`src/rtl/alu_req_scheduler.sv`:
```
// Two-requester round-robin scheduler that shares one external combinational ALU.
// Each operation goes through accept, one ALU settle cycle, then a held response.
module alu_req_scheduler (
   input  logic        clk,
   input  logic        rst,
   input  logic [1:0]  req_valid,
   output logic [1:0]  req_ready,
   input  logic [7:0]  req0_a,
   input  logic [7:0]  req0_b,
   input  logic [3:0]  req0_op,
   input  logic [7:0]  req1_a,
   input  logic [7:0]  req1_b,
   input  logic [3:0]  req1_op,
   output logic [7:0]  alu_a,
   output logic [7:0]  alu_b,
   output logic [3:0]  alu_op,
   input  logic [7:0]  alu_result,
   input  logic [15:0] alu_product,
   input  logic        alu_of,
   input  logic        alu_zero,
   input  logic        alu_slt,
   output logic        rsp_valid,
   input  logic        rsp_ready,
   output logic        rsp_id,
   output logic [7:0]  rsp_result,
   output logic [15:0] rsp_product,
   output logic        rsp_of,
   output logic        rsp_zero,
   output logic        rsp_slt,
   output logic        rsp_err,
   output logic        busy
);

   typedef enum logic [1:0] {IDLE, EXEC, RESP} state_t;

   state_t     state, state_nxt;
   logic       last_grant;
   logic       grant_id;
   logic       op_id;
   logic       accept;
   logic       illegal;
   logic [7:0] sel_a, sel_b;
   logic [3:0] sel_op;

   // NOTE: every signal written here gets a default first, so no latch is inferred.
   always_comb begin
      grant_id  = (req_valid == 2'b11) ? ~last_grant : req_valid[1];
      sel_a     = grant_id ? req1_a  : req0_a;
      sel_b     = grant_id ? req1_b  : req0_b;
      sel_op    = grant_id ? req1_op : req0_op;
      illegal   = (sel_op >= 4'b1100);
      accept    = 1'b0;
      req_ready = 2'b00;
      state_nxt = state;
      unique case (state)
         IDLE: begin
            if ((|req_valid) && !rst) begin
               accept              = 1'b1;
               req_ready[grant_id] = 1'b1;
               state_nxt           = illegal ? RESP : EXEC;
            end
         end
         EXEC:    state_nxt = RESP;
         RESP:    if (rsp_ready) state_nxt = IDLE;
         default: state_nxt = IDLE;
      endcase
   end

   assign rsp_valid = (state == RESP);
   assign busy      = (state != IDLE);

   // NOTE: sequential state uses non-blocking assignments only, avoiding read/write races between processes.
   always_ff @(posedge clk) begin
      if (rst) state <= IDLE;
      else     state <= state_nxt;
   end

   // The ALU operand registers load only for legal ops, so an illegal op never disturbs alu_*.
   always_ff @(posedge clk) begin
      if (rst) begin
         last_grant  <= 1'b1;
         op_id       <= 1'b0;
         alu_a       <= 8'h00;
         alu_b       <= 8'h00;
         alu_op      <= 4'h0;
         rsp_id      <= 1'b0;
         rsp_result  <= 8'h00;
         rsp_product <= 16'h0000;
         rsp_of      <= 1'b0;
         rsp_zero    <= 1'b0;
         rsp_slt     <= 1'b0;
         rsp_err     <= 1'b0;
      end else begin
         if (accept) begin
            last_grant <= grant_id;
            op_id      <= grant_id;
            if (illegal) begin
               rsp_id      <= grant_id;
               rsp_result  <= 8'h00;
               rsp_product <= 16'h0000;
               rsp_of      <= 1'b0;
               rsp_zero    <= 1'b0;
               rsp_slt     <= 1'b0;
               rsp_err     <= 1'b1;
            end else begin
               alu_a  <= sel_a;
               alu_b  <= sel_b;
               alu_op <= sel_op;
            end
         end
         if (state == EXEC) begin
            rsp_id      <= op_id;
            rsp_result  <= alu_result;
            rsp_product <= alu_product;
            rsp_of      <= alu_of;
            rsp_zero    <= alu_zero;
            rsp_slt     <= alu_slt;
            rsp_err     <= 1'b0;
         end
      end
   end

endmodule

```
`config.mk`:
```
export PLATFORM = sky130hd
export DESIGN_NAME = alu_req_scheduler
export DESIGN_NICKNAME = d
export VERILOG_FILES = /design/src/rtl/alu_req_scheduler.sv
export SDC_FILE = /design/constraint.sdc
export NUM_CORES = 1
export LEC_CHECK = 0
export ABC_CLOCK_PERIOD_IN_PS = 4850
export BUFFER_PORTS_ARGS = -buffer_cell sky130_fd_sc_hd__buf_4
export CORE_MARGIN = 10
export CORE_UTILIZATION = 46
export DETAILED_ROUTE_END_ITERATION = 8
export HOLD_SLACK_MARGIN = 0.12
export PLACE_DENSITY = 0.95
export SLEW_MARGIN = 20
export SYNTH_ARGS = -nofsm -noshare
export SYNTH_HDL_FRONTEND = slang
export SYNTH_SLANG_ARGS = --single-unit
```
`constraint.sdc`:
```
create_clock -name clk -period 4.85 [get_ports clk]
set_input_delay 0.97 -clock clk [delete_from_list [all_inputs] [get_ports clk]]
set_output_delay 0.97 -clock clk [all_outputs]
set_load 0.02 [all_outputs]
```
==> flow_metrics.env, run 1 <==
export IMPL_status="completed"
export IMPL_gp_congestion=0.7684
export IMPL_cp_end_kind="primary output"
export IMPL_nNetsFinal=403
export IMPL_cp_top_family="simple AND/OR/NAND/NOR gates"
export IMPL_clk_pin_slew_ns=0.09
export IMPL_start_util_pct=48.41
export IMPL_ctsResizeCount=0
export IMPL_synth_area_um2=2137
export IMPL_rr_worst_depth=5
export IMPL_drtIter0Drc=67
export IMPL_diodes=0
export IMPL_std_cell_rows=24
export IMPL_cap_viol_max_count=0
export IMPL_cp_common_cell="buf_4"
export IMPL_io_pins=125
export IMPL_drt_total_wl_um=7134
export IMPL_worstSetupPathType="input port to primary output"
export IMPL_cp_depth=6
export IMPL_max_freq_mhz=289.9
export IMPL_setup_viol_count_final=0
export IMPL_die_height_um=88.16
export IMPL_avgSynthCellArea_um2=10.13
export IMPL_ys_warn_count=0
export IMPL_syn_inst=211
export IMPL_start_kind="input port"
export IMPL_p_sw_uw=314.7
export IMPL_via_count=2111
export IMPL_cts_hold_buf=0
export IMPL_setup_tns_ns=0
export IMPL_via_per_inst=5.497
export IMPL_max_clock_path_buffers=2
export IMPL_hold_violations=0
export IMPL_grt_first_pass_wirelength_um=10450
export IMPL_slowest_stage="nor3_1"
export IMPL_tightest_slew_ns=0.6854
export IMPL_cts_num_sinks=53
export IMPL_drtAntennaViolNets=0
export IMPL_placedCellCount=375
export IMPL_critical_path_buf_inv_count=3
export IMPL_fin_crit_sh_pct=71.11
export IMPL_cts_buffers=5
export IMPL_most_common_layout_cells="127 x buf_4, 53 x dfxtp_1, 27 x a22o_1"
export IMPL_power_share_sequential_pct=43.8
export IMPL_ys_ff_latch=53
export IMPL_wl_per_cell_um=18.58
export IMPL_grt_pass1_vias=2057
export IMPL_worstHoldPathCells=2
export IMPL_leakage_uw=0.001478
export IMPL_drc=0
export IMPL_max_stage_delay_ns=0.58
export IMPL_report_final_slew_viol_count=0
export IMPL_grt_max_degree=30
export IMPL_io_buffers=124
export IMPL_rsz0062_at_grt="false"
export IMPL_clock_power_share_pct=31.7
export IMPL_drive_gt1_share_pct=45.48
export IMPL_htree_num_levels=2
export IMPL_relSlewSlack_pct=53.95
export IMPL_antenna_found_initial=0
export IMPL_power_switching_share_pct=27.97
export IMPL_die_area_um2=7772
export IMPL_clock_latency_ns=0.31
export IMPL_ys_seq_area_share_pct=49.65
export IMPL_core_area_um2=4414
export IMPL_drt_pass1_iter_count=4
export IMPL_power_density_nw_per_um2=347.6
export IMPL_vdd_drop_max_mv=0.2678
export IMPL_synthDistinctLibCells=31
export IMPL_cts_root_buffer="clkbuf_8"
export IMPL_area_growth_pct=51.46
export IMPL_cp_data_arrival_time_ns=2.48
export IMPL_fp_dieW_um=88.16
export IMPL_grt_overflow_total=0
export IMPL_fin_cells=384
export IMPL_cp_required_ns=3.88
export IMPL_cp_cell_sequence="buf_4, or2_4, nor3_1, nand2_1, inv_1, buf_4"
export IMPL_final_common_cell="buf_4"
export IMPL_min_period_ns=3.449
export IMPL_internal_power_uw=810.4
export IMPL_cts_tree="done"
export IMPL_post_cts_buffers=0
export IMPL_dp_hpwl_um=5445
export IMPL_combinationalPowerShare_pct=24.6
export IMPL_fill_cells=331
export IMPL_crit_fanout=29
export IMPL_synth_net_count=283
export IMPL_fin_skew_ns=0.009966
export IMPL_hold_path_class="flop to flop"
export IMPL_grt_use_total_pct=16.78
## cells in the mapped netlist
library cell | instances | area share, %
a2111oi_4 | 1 | 1.3
a211oi_4 | 1 | 0.94
a21bo_2 | 1 | 0.47
a21boi_1 | 1 | 0.35
a21oi_1 | 5 | 1.2
a221oi_1 | 10 | 4.1
a221oi_2 | 8 | 5.6
a22o_1 | 27 | 11
a22oi_1 | 1 | 0.35
a311oi_1 | 2 | 0.82
a31oi_1 | 2 | 0.59
a32oi_1 | 1 | 0.41
and2_1 | 2 | 0.59
buf_2 | 3 | 0.70
buf_6 | 1 | 0.53
clkbuf_1 | 11 | 1.9
dfxtp_1 | 53 | 50
inv_1 | 20 | 3.5
mux2_2 | 1 | 0.53
nand2_1 | 8 | 1.4
nand2_4 | 1 | 0.53
nand2b_1 | 2 | 0.59
nand3b_1 | 1 | 0.35
nor2_1 | 5 | 0.88
nor2b_1 | 2 | 0.59
nor3_1 | 1 | 0.23
o21ai_0 | 18 | 4.2
o21bai_1 | 1 | 0.35
or2_2 | 1 | 0.29
or2_4 | 1 | 0.41
or3_1 | 19 | 5.6
## metrics by stage
step           total power, uW  instance area, um2  utilization (%)  hold WS [ns]  worst slack, ns
2_1_floorplan            650.6                2137                -        0.4360            1.896
3_3_place_gp             768.9                3088            69.95        0.4459            1.482
3_5_place_dp             777.5                3088            69.95        0.4517            1.425
4_1_cts                   1131                3226            73.07        0.4667            1.393
5_1_grt                   1173                3237            73.33        0.4834            1.209
6_report                  1125                3237            73.33        0.4652            1.401
## cell type report
| class | instances | area, um2 | share of cell area, % |
|---|---|---|---|
| Tap cell | 52 | 65.06 | 2.010 |
| Multi-Input combinational cell | 123 | 933.4 | 28.84 |
| Clock buffer | 5 | 68.82 | 2.126 |
| Inverter | 20 | 75.07 | 2.319 |
| Sequential cell | 53 | 1061 | 32.78 |
| Timing Repair Buffer | 128 | 964.7 | 29.80 |
| Clock inverter | 3 | 68.82 | 2.126 |
## layer usage
metal  part of all wire (%)  GRT usage [%]  vias up
li1                       -              -     1029
met1                     36          17.68     1003
met2                     56          30.99       66
met3                    6.6          4.735       13
met4                    1.4          5.706        0
met5                      0              0        -
## logic make-up after synthesis
| kind of cell | Yosys count | synth area share [%] |
|---|---|---|
| simple gates | 43 | 11.42 |
| compound gates | 79 | 31.73 |
| mux | 1 | 0.5269 |
| buf+inv | 35 | 6.674 |
| flops | 53 | 49.65 |
## power by group through the flow
| stage | logic (uW) | registers [uW] | clock network (uW) |
|---|---|---|---|
| global route | 296 | 498 | 379 |
| detailed placement | 275 | 502 | 0 |
| finish | 276 | 493 | 356 |
| floorplan | 111 | 540 | 0 |
| global placement | 269 | 500 | 0 |
| CTS | 277 | 493 | 362 |
## worst reg2reg max path, stage by stage, from the launching register on
cell      delay [ns]
dfxtp_1         0.38
a21bo_2         0.40
mux2_2          0.45
a211oi_4        0.45
buf_6           0.26
a22o_1          0.16
## flip-flops by register name (all words and copies together), names as in the netlist
signal / cells
alu_a: 8
alu_b: 8
alu_op: 4
last_grant: 1
op_id: 1
rsp_err: 1
rsp_id: 1
rsp_of: 1
rsp_product: 16
rsp_result: 8
rsp_slt: 1
rsp_zero: 1
state: 2
## path summary, 6_finish.rpt
| path | from | slack [ns] | endpoint |
|---|---|---|---|
| worst max register to register | last_grant | 2.71 | rsp_result[1] |
| worst min-delay path | alu_a[3] | 0.47 | alu_a[3] |
| worst max-delay path | rst | 1.40 | req_ready[1] |
| worst min register to register | alu_a[3] | 0.47 | alu_a[3] |
(Power assumes the default switching activity.)
==> run 2: changes to the inputs <==
--- a/config.mk
+++ b/config.mk
@@ -5,13 +5,14 @@
 export SDC_FILE = /design/constraint.sdc
 export NUM_CORES = 1
 export LEC_CHECK = 0
-export ABC_CLOCK_PERIOD_IN_PS = 4850
+export ABC_AREA = 1
+export ABC_CLOCK_PERIOD_IN_PS = 3100
 export BUFFER_PORTS_ARGS = -buffer_cell sky130_fd_sc_hd__buf_4
 export CORE_MARGIN = 10
-export CORE_UTILIZATION = 46
+export CORE_UTILIZATION = 40
 export DETAILED_ROUTE_END_ITERATION = 8
 export HOLD_SLACK_MARGIN = 0.12
-export PLACE_DENSITY = 0.95
+export PLACE_DENSITY = 0.87
 export SLEW_MARGIN = 20
 export SYNTH_ARGS = -nofsm -noshare
 export SYNTH_HDL_FRONTEND = slang
==> constraint.sdc (replaced) <==
create_clock -name clk -period 3.1 [get_ports clk]
set_input_delay 0.62 -clock clk [delete_from_list [all_inputs] [get_ports clk]]
set_output_delay 0.62 -clock clk [all_outputs]
set_load 0.02 [all_outputs]
==> run 2 against run 1 <==
Net effect: non-clock buffer count down 4; sequential power is 57% higher; global-route usage shrank 2.0 points; first-iteration DRC count grew 1.5%; final cell count is 28% higher; core utilization decreased by 14 points; largest power group unchanged.
==> flow_metrics.env, run 2 <==
export IMPL_status="completed"
export IMPL_cts_tree="done"
export IMPL_worstHoldPathCells=2
export IMPL_dp_hpwl_um=5358
export IMPL_clock_latency_ns=0.30
export IMPL_via_per_inst=4.724
export IMPL_setup_viol_count_final=0
export IMPL_wl_per_cell_um=13.81
export IMPL_die_area_um2=9000
export IMPL_yosys_area_share_simple_pct=33.09
export IMPL_drc=0
export IMPL_std_cell_rows=27
export IMPL_fin_crit_sh_pct=80.42
export IMPL_holdPathEnd="rsp_err"
export IMPL_core_area_um2=5473
export IMPL_hold_violations=0
export IMPL_grt_overflow_total=0
export IMPL_drt_pass1_iter_count=4
export IMPL_start_kind="input port"
export IMPL_worstSetupPathType="input port to primary output"
export IMPL_top_register="rsp_product"
export IMPL_synth_most_common_cell="nand2_1"
export IMPL_cp_required_ns=2.48
export IMPL_drt_total_wl_um=6807
export IMPL_fp_dieW_um=94.87
export IMPL_hold_path_class="flop to flop"
export IMPL_placedCellCount=485
export IMPL_cts_num_sinks=53
export IMPL_die_height_um=94.87
export IMPL_leakage_uw=0.001561
export IMPL_timing_rr_start="state[0]"
export IMPL_clk_pin_slew_ns=0.09
export IMPL_tightest_slew_ns=0.8885
export IMPL_via_count=2329
export IMPL_fin_cells=493
export IMPL_ys_warn_count=0
export IMPL_antenna_found_initial=0
export IMPL_io_buffers=124
export IMPL_synthDistinctLibCells=22
export IMPL_synth_top_area_cell="dfxtp_1"
export IMPL_largest_reg_flops=16
export IMPL_rrSetupSlack_ns=1.14
export IMPL_max_freq_mhz=401.1
export IMPL_grt_max_degree=32
export IMPL_synth_top_area_share_pct=47.32
export IMPL_synthFlopType="dfxtp_1"
export IMPL_cts_root_buffer="clkbuf_8"
export IMPL_power_share_sequential_pct=45.5
export IMPL_report_final_slew_viol_count=0
export IMPL_htree_num_levels=2
export IMPL_setup_tns_ns=0
export IMPL_p_sw_uw=504.8
export IMPL_clock_power_share_pct=28.3
export IMPL_io_pins=125
export IMPL_avgSynthCellArea_um2=7.256
export IMPL_synth_area_um2=2242
export IMPL_worstHoldStart="rsp_err"
export IMPL_synth_xor_area_share_pct=0
export IMPL_cap_viol_max_count=0
export IMPL_rsz0062_at_grt="false"
export IMPL_synth_area_top_cells="dfxtp_1 47%, nand2_1 15%, nand3_1 6.9%, nor2_1 6.9%, a21oi_1 6.5%"
export IMPL_ctsResizeCount=0
export IMPL_grt_first_pass_wirelength_um=10790
export IMPL_grt_use_total_pct=14.73
export IMPL_gp_congestion=0.7654
export IMPL_rr_worst_depth=6
export IMPL_ys_ff_latch=53
export IMPL_power_switching_share_pct=29.68
export IMPL_synth_edff_count=0
export IMPL_drive_gt1_share_pct=34.92
export IMPL_vdd_drop_max_mv=0.2520
export IMPL_min_period_ns=2.493
export IMPL_p_total_uw=1701
export IMPL_synth_top_family_by_area="simple AND/OR/NAND/NOR gates"
export IMPL_r2r_end="rsp_id"
export IMPL_final_common_cell="buf_4"
export IMPL_synth_compound_area_share_pct=11.72
export IMPL_fin_skew_ns=0.01352
export IMPL_crit_fanout=31
export IMPL_max_clock_path_buffers=2
export IMPL_start_util_pct=40.97
export IMPL_cp_data_arrival_time_ns=1.87
export IMPL_area_growth_pct=44.81
export IMPL_drtIter0Drc=68
export IMPL_relSlewSlack_pct=40.70
export IMPL_cts_hold_buf=0
export IMPL_ys_seq_area_share_pct=47.32
export IMPL_internal_power_uw=1196
export IMPL_synth_common_cells="89 x nand2_1, 53 x dfxtp_1, 41 x nor2_1, 31 x nand3_1, 29 x a21oi_1"
export IMPL_diodes=0
export IMPL_nNetsFinal=492
export IMPL_grt_pass1_vias=2423
export IMPL_synth_adder_area_share_pct=0
export IMPL_drtAntennaViolNets=0
export IMPL_muxShareOfSynthArea_pct=0
export IMPL_fill_cells=510
export IMPL_cp_end_kind="primary output"
export IMPL_most_common_layout_cells="124 x buf_4, 89 x nand2_1, 53 x dfxtp_1"
export IMPL_async_reset_ff_share_pct=0
export IMPL_post_cts_buffers=0
export IMPL_power_density_nw_per_um2=523.8
export IMPL_synth_net_count=381
export IMPL_combinationalPowerShare_pct=26.2
export IMPL_syn_inst=309
export IMPL_utilization_pct=59.33
export IMPL_cts_buffers=5
run 2: cell types whose count changed after synthesis, moves of 8 or more:
cell	change
nand2_1	+81
nor2_1	+36
nand3_1	+31
a22o_1	-27
a21oi_1	+24
or3_1	-19
inv_1	-13
a221oi_1	-10
a221oi_2	-8
run 2: final cells by class:
| cell class | instances | area [um2] | share of cell area [%] |
|---|---|---|---|
| tap | 72 | 90.09 | 2.775 |
| sequential | 53 | 1061 | 32.68 |
| clock inverter | 2 | 37.54 | 1.156 |
| inverter | 10 | 40.04 | 1.233 |
| multi-input combinational | 226 | 1005 | 30.94 |
| clock buffer | 6 | 82.58 | 2.543 |
| timing repair buffer | 124 | 930.9 | 28.67 |
run 2: cells by family (layout without fill, tap and decap cells):
group	after synthesis	in the layout
and+or+nand+nor	174	174
DFF	53	53
buffers and inverters	30	142
AOI/OAI and AO/OA	52	52
run 2: how the worst max path moves through the flow:
stage | startpoint | endpoint | slack, ns | cells past startpoint
floorplan | req_valid[0] | req_ready[0] | 1.09 | 6
global placement | rst | req_ready[0] | 0.65 | 7
detailed placement | rst | req_ready[0] | 0.59 | 7
CTS | rst | req_ready[0] | 0.59 | 7
global route | rst | req_ready[0] | 0.42 | 7
finish | rst | req_ready[0] | 0.61 | 7
run 2: per-stage QoR:
stage	hold slack, ns	setup slack (ns)	instance area (um2)
2_1_floorplan	0.4443	1.093	2242
3_3_place_gp	0.4518	0.6546	3127
3_5_place_dp	0.4566	0.5874	3127
4_1_cts	0.4710	0.5854	3247
5_1_grt	0.4999	0.4150	3247
6_report	0.4687	0.6069	3247
run 2: power groups by stage:
stage,clock network (uW),logic (uW),registers [uW]
after global placement,0,445,787
final,481,446,774
after detailed placement,0,453,791
after global routing,519,498,780
after CTS,497,454,775
after floorplan,0,201,854
run 2: routing by layer:
metal | up-vias | global-route usage (%) | wire length (um)
met2 | 95 | 25.92 | 3265
met1 | 1020 | 14.40 | 2623
met3 | 8 | 8.485 | 837
met4 | 0 | 4.364 | 81
met5 | - | 0 | 0
li1 | 1206 | - | -
run 2: worst max-delay path: stages:
cell and delay (ns):
buf_4 0.22, inv_2 0.27, o21ai_1 0.16, nor2_4 0.17, inv_1 0.11, nor2_1 0.14
buf_4 0.17
==> run 3: changes to the inputs <==
--- a/config.mk
+++ b/config.mk
@@ -6,13 +6,13 @@
 export NUM_CORES = 1
 export LEC_CHECK = 0
 export ABC_AREA = 1
-export ABC_CLOCK_PERIOD_IN_PS = 3100
+export ABC_CLOCK_PERIOD_IN_PS = 2600
 export BUFFER_PORTS_ARGS = -buffer_cell sky130_fd_sc_hd__buf_4
 export CORE_MARGIN = 10
-export CORE_UTILIZATION = 40
+export CORE_UTILIZATION = 44
 export DETAILED_ROUTE_END_ITERATION = 8
 export HOLD_SLACK_MARGIN = 0.12
-export PLACE_DENSITY = 0.87
+export PLACE_DENSITY = 0.91
 export SLEW_MARGIN = 20
 export SYNTH_ARGS = -nofsm -noshare
 export SYNTH_HDL_FRONTEND = slang
==> constraint.sdc (replaced) <==
create_clock -name clk -period 2.6 [get_ports clk]
set_input_delay 0.52 -clock clk [delete_from_list [all_inputs] [get_ports clk]]
set_output_delay 0.52 -clock clk [all_outputs]
set_load 0.02 [all_outputs]
==> run 3 against run 2 <==
Net effect: first-iteration DRC count up 97%; sequential power up 19%; hold slack better by 0.00061 ns; worst setup slack worse by 0.20 ns; critical path depth unchanged; core utilization up 7.6 points; clock skew down 0.0038 ns; wire length up 3.0%.
==> flow_metrics.env, run 3 (synthesized netlist as in run 2, its figures left out) <==
export IMPL_status="completed"
export IMPL_most_common_layout_cells="126 x buf_4, 89 x nand2_1, 53 x dfxtp_1"
export IMPL_fin_skew_ns=0.009684
export IMPL_internal_power_uw=1306
export IMPL_via_count=2383
export IMPL_start_kind="input port"
export IMPL_multi_input_area_um2=1005
export IMPL_drt_pass1_iter_count=4
export IMPL_die_height_um=91.39
export IMPL_ctsResizeCount=0
export IMPL_drtIter0Drc=134
export IMPL_slowest_stage="inv_2"
export IMPL_grt_use_total_pct=16.02
export IMPL_combinationalPowerShare_pct=28.4
export IMPL_post_dp_cell_area_um2=3136
export IMPL_grt_first_pass_wirelength_um=11210
export IMPL_placedCellCount=482
export IMPL_cp_cell_sequence="buf_4, nand2_2, nand2_2, inv_2, nand2_1, inv_1, buf_4"
export IMPL_report_final_slew_viol_count=0
export IMPL_cts_tree="done"
export IMPL_max_freq_mhz=455.4
export IMPL_drt_total_wl_um=7012
export IMPL_start_util_pct=46.55
export IMPL_cp_end_kind="primary output"
export IMPL_grt_max_degree=32
export IMPL_cts_num_sinks=53
export IMPL_final_common_cell="buf_4"
export IMPL_min_period_ns=2.196
export IMPL_io_buffers=124
export IMPL_fp_dieW_um=91.39
export IMPL_cts_buffers=5
export IMPL_rsz0062_at_grt="false"
export IMPL_cts_root_buffer="clkbuf_8"
export IMPL_post_cts_buffers=0
export IMPL_setup_viol_count_final=0
export IMPL_clock_power_share_pct=23.4
export IMPL_largest_reg_flops=16
export IMPL_core_area_um2=4817
export IMPL_grt_overflow_total=0
export IMPL_top_register="rsp_product"
export IMPL_crit_fanout=21
export IMPL_design_area_um2=3223
export IMPL_setup_tns_ns=0
export IMPL_area_growth_pct=43.75
export IMPL_cp_data_arrival_time_ns=1.68
export IMPL_cp_required_ns=2.08
export IMPL_htree_num_levels=2
export IMPL_drc=0
export IMPL_via_per_inst=4.863
export IMPL_power_density_nw_per_um2=593.4
export IMPL_relSlewSlack_pct=37.98
export IMPL_antenna_found_initial=0
export IMPL_cts_hold_buf=0
export IMPL_clk_pin_slew_ns=0.10
export IMPL_rrSetupSlack_ns=0.66
export IMPL_wl_per_cell_um=14.31
export IMPL_die_area_um2=8351
export IMPL_vdd_drop_max_mv=0.2852
export IMPL_drive_gt1_share_pct=34.99
export IMPL_max_stage_delay_ns=0.35
export IMPL_cap_viol_max_count=0
export IMPL_gp_congestion=0.8193
export IMPL_tightest_slew_ns=0.9293
export IMPL_critical_path_buf_inv_count=4
export IMPL_power_switching_share_pct=31.72
export IMPL_worstSetupPathType="input port to primary output"
export IMPL_power_share_sequential_pct=48.2
export IMPL_fin_cells=490
export IMPL_hold_violations=0
export IMPL_diodes=0
export IMPL_max_clock_path_buffers=2
export IMPL_std_cell_rows=25
export IMPL_grt_pass1_vias=2299
export IMPL_clock_latency_ns=0.30
export IMPL_io_pins=125
export IMPL_fin_crit_sh_pct=84.46
export IMPL_hold_path_class="input port to flop"
export IMPL_utilization_pct=66.91
export IMPL_final_seq_area_um2=1061
export IMPL_dp_hpwl_um=5520
export IMPL_cp_top_family="buffers and inverters"
export IMPL_drtAntennaViolNets=0
export IMPL_fill_cells=443
export IMPL_nNetsFinal=494
export IMPL_leakage_uw=0.001551
export IMPL_p_sw_uw=606.6
## run 3: changes by cell type in the layout (fill, tap and decap cells not counted), sizes merged
| cell | previous run | this run |
|---|---|---|
| buf | 124 | 126 |
| bufinv | 1 | 0 |
| clkinvlp | 1 | 2 |
## run 3: layout make-up
cell class / count / area share, %
repair buffers: 126 / 29.35
multi-input cells: 226 / 31.17
clock inverters: 2 / 0.4658
well taps: 67 / 2.601
inverters: 10 / 1.242
clock buffers: 6 / 2.252
flip-flops and latches: 53 / 32.92
## run 3: routing by layer
metal	GRT usage, %	part of all wire (%)	routed length, um
met3	6.420	8.8	614
met2	28.02	50	3500
met1	17.28	40	2786
met4	4.830	1.6	110
met5	0	0	0
## run 3: power by group through the flow
stage | logic, uW | registers [uW] | clock network [uW]
6_report | 544 | 922 | 447
5_1_grt | 600 | 933 | 497
4_1_cts | 549 | 923 | 462
3_5_place_dp | 548 | 941 | 0
3_3_place_gp | 537 | 938 | 0
2_1_floorplan | 239 | 1020 | 0
## run 3: per-stage QoR
step                hold slack, ns  setup WS [ns]  power, uW
floorplan                   0.4443         0.7930       1258
global placement            0.4546         0.4725       1475
detailed placement          0.4601         0.3906       1489
CTS                         0.4601         0.4355       1934
global route                0.4592         0.2544       2030
finish                      0.4694         0.4041       1912
## run 3: worst register-to-register path, cell delays in order, from the launching register on
cell	delay [ns]
dfxtp_1	0.36
nand2_2	0.08
nand2_2	0.29
nand2_1	0.09
nand2_1	0.14
nand3_2	0.51
nand3_1	0.27
a21oi_1	0.09
## run 3: worst paths after layout
kind,startpoint,end,cells past startpoint
max,req_valid[0],req_ready[1],7
min,alu_result[1],rsp_result[1],3
max reg2reg,last_grant,rsp_result[3],7
min reg2reg,rsp_err,rsp_err,2
